### config.mk
export PLATFORM = sky130hd
export DESIGN_NAME = keypad_scanner
export DESIGN_NICKNAME = d
export VERILOG_FILES = /design/src/rtl/ks_pkg.sv /design/src/rtl/ks_sync2.sv /design/src/rtl/keypad_scanner.sv
export SDC_FILE = /design/constraint.sdc
export NUM_CORES = 1
export LEC_CHECK = 0
export CAP_MARGIN = 20
export CORE_MARGIN = 4
export CORE_UTILIZATION = 50
export CTS_BUF_LIST = sky130_fd_sc_hd__clkbuf_4
export CTS_CLUSTER_SIZE = 8
export DETAILED_ROUTE_END_ITERATION = 16
export PLACE_DENSITY = 0.77
export SLEW_MARGIN = 10
export SYNTH_ARGS = -nofsm -noshare
export SYNTH_HDL_FRONTEND = slang
export SYNTH_SLANG_ARGS = --single-unit
### constraint.sdc
create_clock -name kS_clk_i -period 2.3 [get_ports kS_clk_i]
set_input_delay 0.69 -clock kS_clk_i [delete_from_list [all_inputs] [get_ports kS_clk_i]]
set_output_delay 0.69 -clock kS_clk_i [all_outputs]
set_load 0.02 [all_outputs]
### src/rtl/ks_pkg.sv
// Shared keymap, FSM state type and sizing helper for keypad_scanner.
package ks_pkg;

    typedef enum logic [1:0] {
        SCAN,
        DEBOUNCE,
        EMIT,
        HELD
    } ks_state_t;

    localparam logic [3:0] COL_IDLE = 4'b1110;

    // Row 3 holds the * and # positions, coded as E and F.
    localparam logic [3:0] KEYMAP [4][4] = '{
        '{4'h1, 4'h2, 4'h3, 4'hA},
        '{4'h4, 4'h5, 4'h6, 4'hB},
        '{4'h7, 4'h8, 4'h9, 4'hC},
        '{4'hE, 4'h0, 4'hF, 4'hD}
    };

    function automatic int ctr_width(input int a, input int b, input int c);
        int m;
        m = a;
        if (b > m) m = b;
        if (c > m) m = c;
        return $clog2(m + 1);
    endfunction

endpackage

### src/rtl/ks_sync2.sv
// Two-flop synchronizer for the asynchronous keypad rows.
module ks_sync2 (
    input  logic       clk,
    input  logic       rst,
    input  logic [3:0] d,
    output logic [3:0] q
);

    logic [3:0] meta;

    always_ff @(posedge clk) begin
        if (rst) begin
            meta <= 4'hF;
            q    <= 4'hF;
        end else begin
            meta <= d;
            q    <= meta;
        end
    end

endmodule

### src/rtl/keypad_scanner.sv
// 4x4 hex keypad scanner with debounce and 8-digit entry register.
// Optional auto-repeat while a key is held: define KS_AUTOREPEAT_EN.
module keypad_scanner
    import ks_pkg::*;
#(
    parameter int SCAN_DIV   = 1000,
    parameter int DEB_CYCLES = 50000,
    parameter int REPEAT_DLY = 25000000,
    parameter int REPEAT_PER = 5000000
) (
    input  logic        kS_clk_i,
    input  logic        kS_rst_i,
    input  logic [3:0]  kS_row_i,
    output logic [3:0]  kS_col_o,
    output logic [3:0]  kS_key_o,
    output logic        kS_key_valid_o,
    output logic [31:0] kS_value_o,
    output logic [3:0]  kS_digits_o
);

    localparam int CW = ctr_width(SCAN_DIV, DEB_CYCLES, REPEAT_DLY);
    localparam logic [CW-1:0] ONE       = CW'(1);
    localparam logic [CW-1:0] SCAN_LAST = CW'(SCAN_DIV - 1);
    localparam logic [CW-1:0] DEB_LAST  = CW'(DEB_CYCLES - 1);

    ks_state_t   state;
    logic [3:0]  row_s;
    logic [CW-1:0] cnt;
    logic [1:0]  col_idx;
    logic [1:0]  row_idx;
    logic [1:0]  low_row;
    logic [3:0]  pat;
    logic [3:0]  code;
    logic        one_low;

`ifdef KS_AUTOREPEAT_EN
    localparam logic [CW-1:0] DLY_LAST = CW'(REPEAT_DLY - 1);
    localparam logic [CW-1:0] PER_LAST = CW'(REPEAT_PER - 1);
    logic [CW-1:0] rep;
    logic          rep_first;
`endif

    ks_sync2 u_sync (
        .clk (kS_clk_i),
        .rst (kS_rst_i),
        .d   (kS_row_i),
        .q   (row_s)
    );

    // Two or more low rows in one column is a ghost and is never accepted.
    always_comb begin
        low_row = 2'd0;
        one_low = 1'b1;
        unique case (row_s)
            4'b1110: low_row = 2'd0;
            4'b1101: low_row = 2'd1;
            4'b1011: low_row = 2'd2;
            4'b0111: low_row = 2'd3;
            default: one_low = 1'b0;
        endcase
    end

    assign code = KEYMAP[row_idx][col_idx];

    always_ff @(posedge kS_clk_i) begin
        if (kS_rst_i) begin
            state          <= SCAN;
            cnt            <= '0;
            col_idx        <= 2'd0;
            row_idx        <= 2'd0;
            pat            <= 4'hF;
            kS_col_o       <= COL_IDLE;
            kS_key_o       <= 4'h0;
            kS_key_valid_o <= 1'b0;
            kS_value_o     <= 32'h0;
            kS_digits_o    <= 4'h0;
`ifdef KS_AUTOREPEAT_EN
            rep            <= '0;
            rep_first      <= 1'b1;
`endif
        end else begin
            kS_key_valid_o <= 1'b0;
            unique case (state)
                SCAN: begin
                    if (cnt == SCAN_LAST) begin
                        cnt <= '0;
                        if (one_low) begin
                            row_idx <= low_row;
                            pat     <= row_s;
                            state   <= DEBOUNCE;
                        end else begin
                            col_idx  <= col_idx + 2'd1;
                            kS_col_o <= {kS_col_o[2:0], kS_col_o[3]};
                        end
                    end else begin
                        cnt <= cnt + ONE;
                    end
                end
                DEBOUNCE: begin
                    if (row_s != pat) begin
                        cnt      <= '0;
                        state    <= SCAN;
                        col_idx  <= col_idx + 2'd1;
                        kS_col_o <= {kS_col_o[2:0], kS_col_o[3]};
                    end else if (cnt == DEB_LAST) begin
                        cnt            <= '0;
                        state          <= EMIT;
                        kS_key_valid_o <= 1'b1;
                        kS_key_o       <= code;
                        kS_value_o     <= {kS_value_o[27:0], code};
                        if (kS_digits_o != 4'd8)
                            kS_digits_o <= kS_digits_o + 4'd1;
`ifdef KS_AUTOREPEAT_EN
                        rep       <= '0;
                        rep_first <= 1'b1;
`endif
                    end else begin
                        cnt <= cnt + ONE;
                    end
                end
                EMIT: begin
                    state <= HELD;
`ifdef KS_AUTOREPEAT_EN
                    // The pulse cycle counts toward the next repeat interval.
                    if (row_s == pat) begin
                        rep <= ONE;
                    end else begin
                        rep       <= '0;
                        rep_first <= 1'b1;
                    end
`endif
                end
                HELD: begin
                    if (row_s == 4'hF) begin
                        if (cnt == DEB_LAST) begin
                            cnt      <= '0;
                            state    <= SCAN;
                            col_idx  <= col_idx + 2'd1;
                            kS_col_o <= {kS_col_o[2:0], kS_col_o[3]};
                        end else begin
                            cnt <= cnt + ONE;
                        end
                    end else begin
                        cnt <= '0;
                    end
`ifdef KS_AUTOREPEAT_EN
                    if (row_s == pat) begin
                        if (rep == (rep_first ? DLY_LAST : PER_LAST)) begin
                            rep            <= '0;
                            rep_first      <= 1'b0;
                            state          <= EMIT;
                            kS_key_valid_o <= 1'b1;
                            kS_key_o       <= code;
                            kS_value_o     <= {kS_value_o[27:0], code};
                            if (kS_digits_o != 4'd8)
                                kS_digits_o <= kS_digits_o + 4'd1;
                        end else begin
                            rep <= rep + ONE;
                        end
                    end else begin
                        rep       <= '0;
                        rep_first <= 1'b1;
                    end
`endif
                end
            endcase
        end
    end

endmodule

# ---- After elaboration in Yosys (flattened, before gate mapping)
# Cells that the tools add are included.
dict set report word_totals {
  ff_bits 88
  in_bits 6
  output_inout_bits 45
  wordCells 82
}
dict set report classes {
  add_sub_neg 3
  order_cmp 2
  eq_ne 19
  muxes 33
  bitwise_logic 4
  n_reduce_logical 9
}
# cell count
set op_table {}
lappend op_table {{25-bit 2-to-1 mux} 4}
lappend op_table {{25-bit case mux with 3 select lines} 1}
lappend op_table {{16-bit binary-select mux with 2-bit select} 1}
lappend op_table {{16-bit 2-to-1 mux} 2}
lappend op_table {{4-bit 2-to-1 mux} 7}
lappend op_table {{25-bit by 1-bit adder with 25-bit output, second input constant} 1}
lappend op_table {{25-bit by 10-bit equality test with 1-bit output, second input constant} 1}
lappend op_table {{25-bit by 16-bit equality test with 1-bit output, second input constant} 1}
lappend op_table {{2-bit 2-to-1 mux} 11}
lappend op_table {{4-bit equality test, second input constant} 4}
lappend op_table {{2-bit inequality test, second input constant} 6}
lappend op_table {{2-bit case mux with 3 select lines} 2}
lappend op_table {{4-bit case mux with 3 select lines} 1}
lappend op_table {{4-bit binary-select mux with 2-bit select} 1}
lappend op_table {{2-bit case mux with 4 select lines} 1}
lappend op_table {{3-bit greater-or-equal comparator, second input constant} 2}
lappend op_table {{2-bit inverter with 3-bit output} 2}
lappend op_table {{3-bit AND reduction} 2}
lappend op_table {{6-bit AND reduction} 1}
lappend op_table {{5-bit AND reduction} 1}
lappend op_table {{4-bit by 1-bit adder with 4-bit output, second input constant} 1}
lappend op_table {{2-bit equality test, second input constant} 2}
lappend op_table {{4-bit by 3-bit equality test with 1-bit output, second input constant} 1}
lappend op_table {{4-bit inequality test} 1}
lappend op_table {{other kinds (11)} 13}

# ---- Depth between registers and ports, before layout
dict set report depth {
  depth_word 7
  mapped_depth 9
  ltp_nobuf 7
}

# ---- By module
# From an unflattened synthesis, not the netlist that was laid out.
dict set report hier_totals {
  hier_cells 475
  hier_area_um2 3948.8
}
# mod instances cells_per_inst area_per_inst_um2
set by_module_without_submodules {}
lappend by_module_without_submodules {keypad_scanner 1 459 3738.6}
lappend by_module_without_submodules {ks_sync2 1 16 210.2}

# ---- Worst setup path before layout
# Ideal clock, no wire load.
dict set report synth_path {
  path_kind {register -> register}
  startpoint {register cnt[0]}
  endpoint {register col_idx[1]}
  setup_ns 0.070
  arrival_time_ns 2.398
  required_ns 2.230
  setup_slack_ns -0.169
  stages_incl_launch_ff 9
  path_buffers 1
  synth_period_minus_slack_ns 2.469
  cell_sequence {dfxtp_1 ha_1 nand3_1 or4_4 or3_1 a221o_1 buf_6 or3_1 a21oi_1}
}
dict set report synth_via {
  elab_chain_cells 3
  elab_cells_between_ends 5
}
# element line_no
set synth_rtl {}
lappend synth_rtl {{start: declaration} keypad_scanner.sv:28} ;# logic [CW-1:0] cnt;
lappend synth_rtl {{start signal: assignment} keypad_scanner.sv:96} ;# cnt <= cnt + ONE;
lappend synth_rtl {{start signal: assignment} keypad_scanner.sv:118} ;# cnt <= cnt + ONE;
lappend synth_rtl {{start signal: assignment} keypad_scanner.sv:141} ;# cnt <= cnt + ONE;
lappend synth_rtl {{25-bit by 16-bit equality test with 1-bit output / 25-bit by 10-bit equality test with 1-bit output (equally long branches)} {keypad_scanner.sv:135, keypad_scanner.sv:85}}
lappend synth_rtl {{2-bit inequality test (no source line)} n/a}
lappend synth_rtl {{6-bit AND reduction (no source line) (*)} n/a}
lappend synth_rtl {{end signal: assignment} keypad_scanner.sv:92} ;# col_idx <= col_idx + 2'd1;
lappend synth_rtl {{end signal: assignment} keypad_scanner.sv:103} ;# col_idx <= col_idx + 2'd1;
lappend synth_rtl {{end signal: assignment} keypad_scanner.sv:138} ;# col_idx <= col_idx + 2'd1;
lappend synth_rtl {{end: declaration} keypad_scanner.sv:29} ;# logic [1:0] col_idx;
# Mark *: on every way between the ends. The rest lies on a longest branch, timed or not.
# A chain may end at the register's enable or synchronous reset.

# ---- Worst setup path in the final report
# Ends and elaborated chain as after synthesis.

==> flow_summary.yaml <==
floorplanning:
  effective_utilization_at_floorplan_pct: 51.8
  height_of_the_die_um: 95.1
  design.core.area_um2: 7330
  die_w_um: 95.1
  dieArea_um2: 9050
  floorplan.io_pins: 51
  rows: 31
route:
  route.final.wire_length_mm: 8.89
  post_drt_wl_per_cell_um: 13.8
  drcViolationCount: 0
  ant_nets: 0
  via_count: 3491
  route.detailed.vias_per_inst: 5.41
  dr.first_iter.drc_count: 173
  detail_route.first_pass.iterations: 4
worst_setup_path:
  timing.critical_path.slowest_cell_delay_ps: 420
  path_cells: "ha_4 -> nand3_1 -> or4_4 -> or3_4 -> a221o_1 -> or3_1 -> a21oi_1"
  timing.reg2reg.setup_slack_ps: 60
  reg2reg_from: "cnt[0]$_SDFFE_PP0P_"
  critPathLaunch: "cnt[0]$_SDFFE_PP0P_"
  critPathArrivalTime_ps: 2610
  critPathSlowestCell: "sky130_fd_sc_hd__or4_4"
  setup.worst_path.end_class: "register"
  cp_max_fo: 6
  data_required_time_of_the_critical_path_ps: 2670
  critPathBufInv: 0
  timing.critical_path.max_delay_family: "simple AND/OR/NAND/NOR gates"
  timing_worst_setup_path_type: "register to register"
  startpoint_type: "register"
power_and_ir_drop:
  leakagePower_nw: 1.68
  cellPowerDensity_nw_per_um2: 519
  max-vdd-ir-drop_uv: 357
yosys:
  post_synth_instance_area_um2: 3790
  synth.ff_latch_count: 84
  yosys.cell_types.count: 50
  synth_top_cell_area_share_pct: 44.3
  synth_top_cells_by_area: "sky130_fd_sc_hd__dfxtp_1 44%, sky130_fd_sc_hd__nand2_1 10%, sky130_fd_sc_hd__a21oi_1 7.1%"
  synth.yosys.warnings: 0
  syn_inst: 477
  synth_edf_count: 0
  average_cell_area_after_synthesis_um2: 7.96
  synthDominantAreaCellType: "sky130_fd_sc_hd__dfxtp_1"
  synth_flop_cell: "sky130_fd_sc_hd__dfxtp_1"
  postSynthNetCount: 486
  ys_async_sr_fraction_pct: 0
  synth_seq_area_share_pct: 44.3
outcome:
  run_status: "finished clean"
clock_tree:
  clockBufferDepth: 2
  worstSkewPairLatency_ps: 430
  clk_root_buffer_cell: "sky130_fd_sc_hd__clkbuf_4"
  cts_tree: "done"
  ctsHtreeMaxLevel: 3
  cts.hold.buffers_added: 0
  clock_sinks: 84
  clk_pin_slew_ps: 140
  tritoncts.num_buffers: 9
timing:
  max_slew_margin_pct: 61.8
  final_period_minus_worst_setup_slack_ps: 2240
  slew_at_the_pin_with_the_worst_max_slew_slack_ps: 559
  timing_hold_violations_final: 0
  grt_setup_unrepaired: "no"
  timing.setup.tns_ps: 0
  worst_clock_skew_ps: 18.2
  max_freq_mhz: 446
  setup_viol: 0
  final-max-slew-violation-count: 0
  fin_hold_ws_ps: 423
  final.period_utilization_pct: 97.5
cells_and_area:
  utilization_pct: 64.0
  nNetsFinal: 550
  fillCellCount: 621
  sequential_cell_area_um2: 1690
  num_antenna_cells: 0
  layout-drive-gt1-share_pct: 12.3
  area.growth.synth_to_final_pct: 23.7
  stdcell_area_um2: 4690
  multiInputGateArea_um2: 1920
min_path:
  min-delay-start: "u_sync.meta[2]$_SDFF_PP1_"
  hp-class: "register to register"
global_route:
  grt_use_total_pct: 20.3
  grt_remaining_overflow: 0
  grt_antenna_before_repair: 0
  wire_length_of_the_first_global_routing_pass_mm: 14.8
  first_global_vias: 3190
  grt_start_max_net_pins: 34
place:
  post-dp-hpwl_mm: 6.39
  io_buffer_count: 50
  gp_routability_congestion: 0.912
  post_place_cell_area_um2: 4540
flow_run:
  drv_cap: 0
-- per-stage QoR --
step / setup slack (ps) / power [mW] / instances
after floorplan: 10.2 / 1.57 / 477
after global placement: 107 / 1.59 / 628
after detailed placement: 60.3 / 1.60 / 628
after CTS: 35.8 / 2.46 / 644
after global routing: 4.84 / 2.53 / 645
final: 57.7 / 2.43 / 645
-- timing repair --
action | 4_1_cts | 5_1_grt
setup buffers | 0 | 1
endpoints found under the setup margin | 0 | 4
resized for setup | 0 | 1
-- worst register-to-register path: cells and delay by family, from the launching register on --
kind	cells	cell delay, ps
AOI/OAI and AO/OA	2	480
DFF	1	400
and+or+nand+nor	4	1160
adders and majority gates	1	130
-- path summary, 6_finish.rpt --
check / endpoint / cells past startpoint
setup / recovery: col_idx[1]$_SDFFE_PP0P_ / 7
hold / removal: u_sync.q[2]$_SDFF_PP1_ / 1
setup reg to reg: col_idx[1]$_SDFFE_PP0P_ / 7
hold reg to reg: u_sync.q[2]$_SDFF_PP1_ / 1
-- synth_stat cells, types with 2 or more instances --
cell / n
sky130_fd_sc_hd__nand2_1: 105
sky130_fd_sc_hd__dfxtp_1: 84
sky130_fd_sc_hd__a21oi_1: 54
sky130_fd_sc_hd__nor2_1: 23
sky130_fd_sc_hd__clkbuf_1: 21
sky130_fd_sc_hd__nand3_1: 21
sky130_fd_sc_hd__o21ai_0: 19
sky130_fd_sc_hd__inv_1: 13
sky130_fd_sc_hd__mux2i_1: 13
sky130_fd_sc_hd__nand4_1: 9
sky130_fd_sc_hd__and3_1: 8
sky130_fd_sc_hd__or2_2: 8
sky130_fd_sc_hd__nand3b_1: 7
sky130_fd_sc_hd__xnor2_1: 7
sky130_fd_sc_hd__buf_2: 6
sky130_fd_sc_hd__nor2b_1: 6
sky130_fd_sc_hd__or3_1: 6
sky130_fd_sc_hd__xor2_1: 6
sky130_fd_sc_hd__and2_1: 5
sky130_fd_sc_hd__buf_4: 5
sky130_fd_sc_hd__nor3_1: 5
sky130_fd_sc_hd__nor4_1: 5
sky130_fd_sc_hd__nand2b_1: 4
sky130_fd_sc_hd__ha_1: 3
sky130_fd_sc_hd__o211ai_1: 3
sky130_fd_sc_hd__o31a_1: 3
sky130_fd_sc_hd__a211oi_1: 2
sky130_fd_sc_hd__a31oi_1: 2
sky130_fd_sc_hd__and4_1: 2
sky130_fd_sc_hd__nor4bb_1: 2
-- cell usage in the layout (no fill, tap or decap), types with 13 or more instances in the layout --
cell type	Yosys	final
sky130_fd_sc_hd__nand2_1	105	105
sky130_fd_sc_hd__inv_1	13	13
sky130_fd_sc_hd__nand3_1	21	21
sky130_fd_sc_hd__a21oi_1	54	54
sky130_fd_sc_hd__nor2_1	23	23
sky130_fd_sc_hd__dfxtp_1	84	82
sky130_fd_sc_hd__clkdlybuf4s50_1	0	49
sky130_fd_sc_hd__mux2i_1	13	13
sky130_fd_sc_hd__buf_4	5	36
sky130_fd_sc_hd__o21ai_0	19	19
-- final cells by class --
class,count,area share (%)
Tap cell,99,2.64
Clock inverter,7,1.57
Timing Repair Buffer,86,16.3
Inverter,13,1.04
Clock buffer,9,1.44
Multi-Input combinational cell,347,41.0
Sequential cell,84,36.0
-- metal layers --
metal	track usage, %	vias to the layer above	routed length, um
met2	32.7	77	4250
met5	0	-	0
li1	-	1769	-
met3	5.92	10	410
met4	5.89	0	101
met1	26.5	1635	4130
-- cells by family after synthesis --
family	share of synthesized area, %
XOR/XNOR	3.00
AO/OA/AOI/OAI	14.3
adder cells (fa/ha/maj)	0.989
AND/OR/NAND/NOR	28.5
multiplexers	3.43
buffers and inverters	5.44
flip-flops	44.3
-- registers in the layout (all words and copies together) (netlist names), named ones only --
| signal | flops |
|---|---|
| kS_value_o | 29 |
| u_sync.q | 4 |
| state | 1 |
| u_sync.meta | 4 |
| cnt | 25 |
| pat | 4 |
| kS_digits_o | 4 |
| kS_col_o | 4 |
| col_idx | 2 |
| row_idx | 2 |
| kS_key_o | 3 |
| kS_key_valid_o | 1 |
-- power by group --
part           internal [mW]  total, mW  switching, mW
Clock                  0.338      0.864          0.526
Sequential              1.47       1.48         0.0132
Combinational         0.0391     0.0905         0.0515
Power figures use the tool's default switching activity.
